## src/rtl/simple_bus_pkg.sv

```systemverilog
// simple_bus_pkg: shared transfer modes, default widths and mode helper for simple_bus agents
package simple_bus_pkg;
   typedef enum logic [1:0] {
      MODE_READ  = 2'b00,
      MODE_WRITE = 2'b01,
      MODE_RSV0  = 2'b10,
      MODE_RSV1  = 2'b11
   } mode_e;
   localparam int DEF_ADDR_W = 8;
   localparam int DEF_DATA_W = 8;
   function automatic logic is_reserved_mode(input logic [1:0] m);
      return m[1];
   endfunction
endpackage

```

## src/rtl/sb_timeout_ctr.sv

```systemverilog
// sb_timeout_ctr: saturating wait counter that flags the last permitted cycle of a TIMEOUT window
module sb_timeout_ctr #(
   parameter int TIMEOUT = 16
) (
   input  logic clk,
   input  logic rst,
   input  logic clr,
   input  logic en,
   output logic expired
);
   localparam int W = $clog2(TIMEOUT + 1);
   localparam logic [W-1:0] LAST = W'(TIMEOUT - 1);
   localparam logic [W-1:0] MAX = W'(TIMEOUT);
   logic [W-1:0] cnt;
   always_ff @(posedge clk) begin
      if (rst || clr) cnt <= '0;
      else if (en && cnt != MAX) cnt <= cnt + W'(1);
   end
   assign expired = cnt >= LAST;
endmodule

```

## src/rtl/simple_bus_initiator.sv

```systemverilog
// simple_bus_initiator: one-command-at-a-time simple_bus master with req/gnt arbitration and rdy timeout
module simple_bus_initiator
   import simple_bus_pkg::*;
#(
   parameter int ADDR_W  = DEF_ADDR_W,
   parameter int DATA_W  = DEF_DATA_W,
   parameter int TIMEOUT = 16
) (
   input  logic              clk,
   input  logic              rst,
   input  logic              cmd_valid,
   output logic              cmd_ready,
   input  logic [ADDR_W-1:0] cmd_addr,
   input  logic [1:0]        cmd_mode,
   input  logic [DATA_W-1:0] cmd_wdata,
   output logic              rsp_valid,
   input  logic              rsp_ready,
   output logic [DATA_W-1:0] rsp_rdata,
   output logic              rsp_err,
   output logic              bus_req,
   input  logic              bus_gnt,
   output logic              bus_start,
   output logic [ADDR_W-1:0] bus_addr,
   output logic [1:0]        bus_mode,
   output logic [DATA_W-1:0] bus_wdata,
   input  logic [DATA_W-1:0] bus_rdata,
   input  logic              bus_rdy
);
   typedef enum logic [2:0] {IDLE, REQ, START, WAIT_RDY, RSP} state_e;
   state_e state, nxt;
   logic [ADDR_W-1:0] addr_q;
   logic [1:0]        mode_q;
   logic [DATA_W-1:0] wdata_q;
   logic              expired, active;
   logic              rsp_err_d;
   logic [DATA_W-1:0] rsp_rdata_d;
   sb_timeout_ctr #(.TIMEOUT(TIMEOUT)) u_ctr (
      .clk(clk),
      .rst(rst),
      .clr(state != WAIT_RDY),
      .en(state == WAIT_RDY),
      .expired(expired)
   );
   always_comb begin
      nxt = state;
      case (state)
         IDLE:     if (cmd_valid) nxt = is_reserved_mode(cmd_mode) ? RSP : REQ;
         REQ:      if (bus_gnt) nxt = START;
         START:    nxt = WAIT_RDY;
         WAIT_RDY: if (bus_rdy || expired) nxt = RSP;
         RSP:      if (rsp_ready) nxt = IDLE;
         default:  nxt = IDLE;
      endcase
      active = nxt == START || nxt == WAIT_RDY;
      // only path from IDLE straight to RSP is a reserved mode; rdy in the last counted cycle beats timeout
      rsp_err_d = nxt != RSP ? 1'b0 : state == RSP ? rsp_err : state == IDLE ? 1'b1 : !bus_rdy;
      rsp_rdata_d = nxt != RSP ? '0 : state == RSP ? rsp_rdata :
                    (state == WAIT_RDY && bus_rdy && mode_q == MODE_READ) ? bus_rdata : '0;
   end
   always_ff @(posedge clk) begin
      if (rst) begin
         state     <= IDLE;
         addr_q    <= '0;
         mode_q    <= '0;
         wdata_q   <= '0;
         cmd_ready <= 1'b1;
         rsp_valid <= 1'b0;
         rsp_rdata <= '0;
         rsp_err   <= 1'b0;
         bus_req   <= 1'b0;
         bus_start <= 1'b0;
         bus_addr  <= '0;
         bus_mode  <= '0;
         bus_wdata <= '0;
      end else begin
         state <= nxt;
         if (state == IDLE && cmd_valid) begin
            addr_q  <= cmd_addr;
            mode_q  <= cmd_mode;
            wdata_q <= cmd_wdata;
         end
         cmd_ready <= nxt == IDLE;
         rsp_valid <= nxt == RSP;
         rsp_rdata <= rsp_rdata_d;
         rsp_err   <= rsp_err_d;
         bus_req   <= nxt == REQ || active;
         bus_start <= nxt == START;
         bus_addr  <= active ? addr_q : '0;
         bus_mode  <= active ? mode_q : '0;
         bus_wdata <= (active && mode_q == MODE_WRITE) ? wdata_q : '0;
      end
   end
endmodule
```

## config.mk

```make
export PLATFORM = sky130hd
export DESIGN_NAME = simple_bus_initiator
export DESIGN_NICKNAME = d
export VERILOG_FILES = /design/src/rtl/simple_bus_pkg.sv /design/src/rtl/sb_timeout_ctr.sv /design/src/rtl/simple_bus_initiator.sv
export SDC_FILE = /design/constraint.sdc
export NUM_CORES = 1
export LEC_CHECK = 0
export BUFFER_PORTS_ARGS = -buffer_cell sky130_fd_sc_hd__buf_4
export CAP_MARGIN = 40
export CORE_MARGIN = 10
export CORE_UTILIZATION = 35
export CTS_BUF_LIST = sky130_fd_sc_hd__clkbuf_2 sky130_fd_sc_hd__clkbuf_4 sky130_fd_sc_hd__clkbuf_8
export CTS_CLUSTER_DIAMETER = 150
export DETAILED_ROUTE_END_ITERATION = 8
export GPL_TIMING_DRIVEN = 0
export PLACE_DENSITY = 0.56
export SKIP_CTS_REPAIR_TIMING = 1
export SLEW_MARGIN = 30
export SYNTH_ARGS = -nofsm -noshare
export SYNTH_HDL_FRONTEND = slang
export SYNTH_SLANG_ARGS = --single-unit
```

## constraint.sdc

```tcl
create_clock -name clk -period 5.05 [get_ports clk]
set_input_delay 0.2525 -clock clk [delete_from_list [all_inputs] [get_ports clk]]
set_output_delay 0.2525 -clock clk [all_outputs]
set_load 0.005 [all_outputs]
```

==> metrics.csv <==
metric;value;unit
Cell Chain, Critical Path;ha_1 > and3_1 > ha_1 > or3_4 > o221ai_2 > buf_4 > nand3_4 > nor3b_1;
layout cells sized above 1;32.3;%
Initial Utilization;36.5;%
CTS root buf;clkbuf_8;
DRT iter0 DRCs;26;
Worst slew margin;59.9;%
Hold Crit Class;input pin to flop;
vias;1685;
Worst R2R Start;u_ctr.cnt[0]$_SDFFE_PP0P_;
antenna-violating nets left;0;
crit path buf inv count;1;
Post-DP HPWL;3560;um
Syn Inst Count;210;
CP endpoint kind;flop;
commonest non-fill, non-tap cell in the layout;buf_4;
layout net count;319;
Global Route Usage Sum;10.8;%
row count;27;
critical path data arrival time;2.43;ns
GRT met3 Usage;4.47;%
Comb pwr share;10.1;%
fillcell total;562;
die width;96.5;um
most frequent cells in the layout;64 x buf_4, 57 x dfxtp_1, 37 x nand2_1, 20 x a21oi_1, 15 x nor2_1;
gp weighted congestion;0.788;
top-area cell type share of the netlist area;55.7;%
syn nets;245;
CP max-delay cell;or3_4;
drt wl/cell;13.6;um
Ys Warns;0;
PD cells;379;nW/um^2
final-report hold violation count;0;
asr flop ratio synth;0;%
Power Internal;846;uW
Max-Cap Viols;0;
maximum VDD drop;167;uV
kind of critical path;flop to flop;
critical path's top delay family;simple AND/OR/NAND/NOR gates;
deepest clock path buffer count;2;
Final Max Tran Viols;0;
EDFF count, synth;0;
Area contributors post-synth;dfxtp_1 56%, nand2_1 6.8%, a21oi_1 4.9%;
worst r2r path cells;8;
Tmin final;2.19;ns
fin util;50.7;%
first-pass GRT wire length;7850;um
number of remaining DRC errors;0;
final setup skew;0.00726;ns
synthesis-stage register bit count;57;
Max H-tree Level;3;
GR Layer Usage met1;12.4;%
Num Clock Sinks;57;
initial antenna violation count;0;
total gr overflow;0;
Flop pwr share;44.6;%
clock share of power;45.3;%
syn_area_per_cell;9.75;um^2
Lkg Pwr;1.24;nW
Reg2Reg Setup Slack;2.86;ns
Hold Startpoint;bus_rdy;
pin count of the biggest net entering global routing;11;
status;completed;
CP most frequent cell;ha_1;
leading area contributor after synthesis;dfxtp_1;
Required @ worst endpoint;5.29;ns
Hold Crit Depth;2;
Inserted Clock Buffers;9;
Port Buf Inserts;62;
busiest layer in global routing;met2;
CTS tree;done;
Via-to-Cell Ratio;4.68;
# diodes;0;
FMAX;0.457;GHz
P_sw;230;uW
worst-path fanout max;10;
vias in the first global route;1687;
RR Endpoint;bus_wdata[0]$_SDFF_PP0_;
Layout area overhead;38.7;%
mapped cell area;2050;um^2
DP Worst Slack;2.88;ns
Worst Hold Endpoint;rsp_err$_SDFFE_PP0P_;
CP startpoint kind;flop;
core box area;5610;um^2
register area share after synthesis;55.7;%
ys flop type;dfxtp_1;
Slew @ Worst Pin;0.599;ns
setup slack after layout;2.86;ns
Total Neg Setup Slack;0;ns
final worst path period share;43.3;%
Die ar.;9310;um^2
Yosys cell types;40;
Net Sw Frac;21.4;%
Clock Pin Slew Worst Setup and Hold Paths;0.06;ns
Critical Path Max Stage Delay;0.38;ns
Clk Latency, worst-skew pair;0.32;ns
drt first pass iters;4;
Ports;63;
RSZ-0062 raised after global routing;no;
GR Util met2;16.5;%
Die Y;96.5;um
Final Setup Violations;0;
total routed wirelength;4910;um
[cells by family (layout without fill, tap and decap cells)]
family          count (synthesis)  count (layout)  synth area share (%)
fa+ha+maj                       3               3                  1.83
simple gates                   91              91                  24.2
xor+xnor                        2               2                 0.855
compound gates                 36              36                  11.1
mux                             2               2                  1.04
flops                          57              57                  55.7
buf+inv                        19              97                  5.25
[cell usage after synthesis (2+ instances only)]
cell type / count
a21oi_1: 20
o21ai_0: 2
inv_1: 8
nor2b_1: 2
dfxtp_1: 57
and2_1: 2
buf_6: 2
nand2_1: 37
a22oi_1: 8
and3_1: 10
buf_2: 2
nor3_1: 2
nor3b_1: 8
or2_1: 2
clkbuf_1: 4
ha_1: 3
nand3_1: 2
buf_4: 2
nor3b_2: 2
nor2_1: 15
[through the flow]
| stage | power [mW] | cells | area, um^2 | hold slack (ns) |
|---|---|---|---|---|
| after global routing | 1.12 | 360 | 2840 | 0.152 |
| after global placement | 0.599 | 344 | 2600 | 0.438 |
| final | 1.08 | 360 | 2840 | 0.144 |
| after floorplan | 0.552 | 210 | 2050 | 0.348 |
| after CTS | 1.09 | 360 | 2840 | 0.131 |
| after detailed placement | 0.600 | 345 | 2610 | 0.442 |
[worst max path at each step]
stage,startpoint,to,slack (ns),cells past startpoint
after floorplan,u_ctr.cnt[0]$_SDFFE_PP0P_,bus_start$_SDFF_PP0_,3.02,7
after global placement,u_ctr.cnt[0]$_SDFFE_PP0P_,bus_wdata[6]$_SDFF_PP0_,2.84,8
after detailed placement,u_ctr.cnt[0]$_SDFFE_PP0P_,bus_wdata[0]$_SDFF_PP0_,2.88,8
after CTS,u_ctr.cnt[0]$_SDFFE_PP0P_,bus_wdata[0]$_SDFF_PP0_,2.86,8
after global routing,u_ctr.cnt[0]$_SDFFE_PP0P_,bus_wdata[7]$_SDFF_PP0_,2.67,8
final,u_ctr.cnt[0]$_SDFFE_PP0P_,bus_wdata[0]$_SDFF_PP0_,2.86,8
[layer usage]
metal | part of all wire, % | vias up
li1 | - | 857
met2 | 44 | 50
met4 | 1.7 | 0
met3 | 10 | 11
met1 | 44 | 767
met5 | 0 | -
[power by group through the flow]
stage / Sequential, mW / Combinational [mW] / Clock (mW)
after floorplan: 0.489 / 0.0639 / 0
after global placement: 0.489 / 0.109 / 0
after detailed placement: 0.490 / 0.110 / 0
after CTS: 0.480 / 0.110 / 0.502
after global routing: 0.482 / 0.120 / 0.519
final: 0.480 / 0.108 / 0.487
[worst register-to-register path: cells and delay by family, from the launching register on]
kind                       cells  cell delay, ns
DFF                            1            0.35
and+or+nand+nor                4            0.96
buffers and inverters          1            0.22
AOI/OAI and AO/OA              1            0.19
adders and majority gates      2            0.41
[flip-flops by register name, summed over array words and instances, names as in the netlist]
signal,flops
bus_mode,2
cmd_ready,1
bus_wdata,8
rsp_rdata,8
rsp_valid,1
bus_req,1
wdata_q,8
u_ctr.cnt,5
addr_q,8
rsp_err,1
bus_addr,8
bus_start,1
state,3
mode_q,2
[final cells by class]
class	instances	area, um^2	area share (%)
clock inverters	2	60.1	2.11
well taps	72	90.1	3.17
clock buffers	13	173	6.08
multi-input cells	134	800	28.1
inverters	8	30.0	1.06
flip-flops and latches	57	1140	40.2
plain buffers	11	77.6	2.73
repair buffers	63	470	16.6
Note: power is estimated with default switching activity, not from simulation.
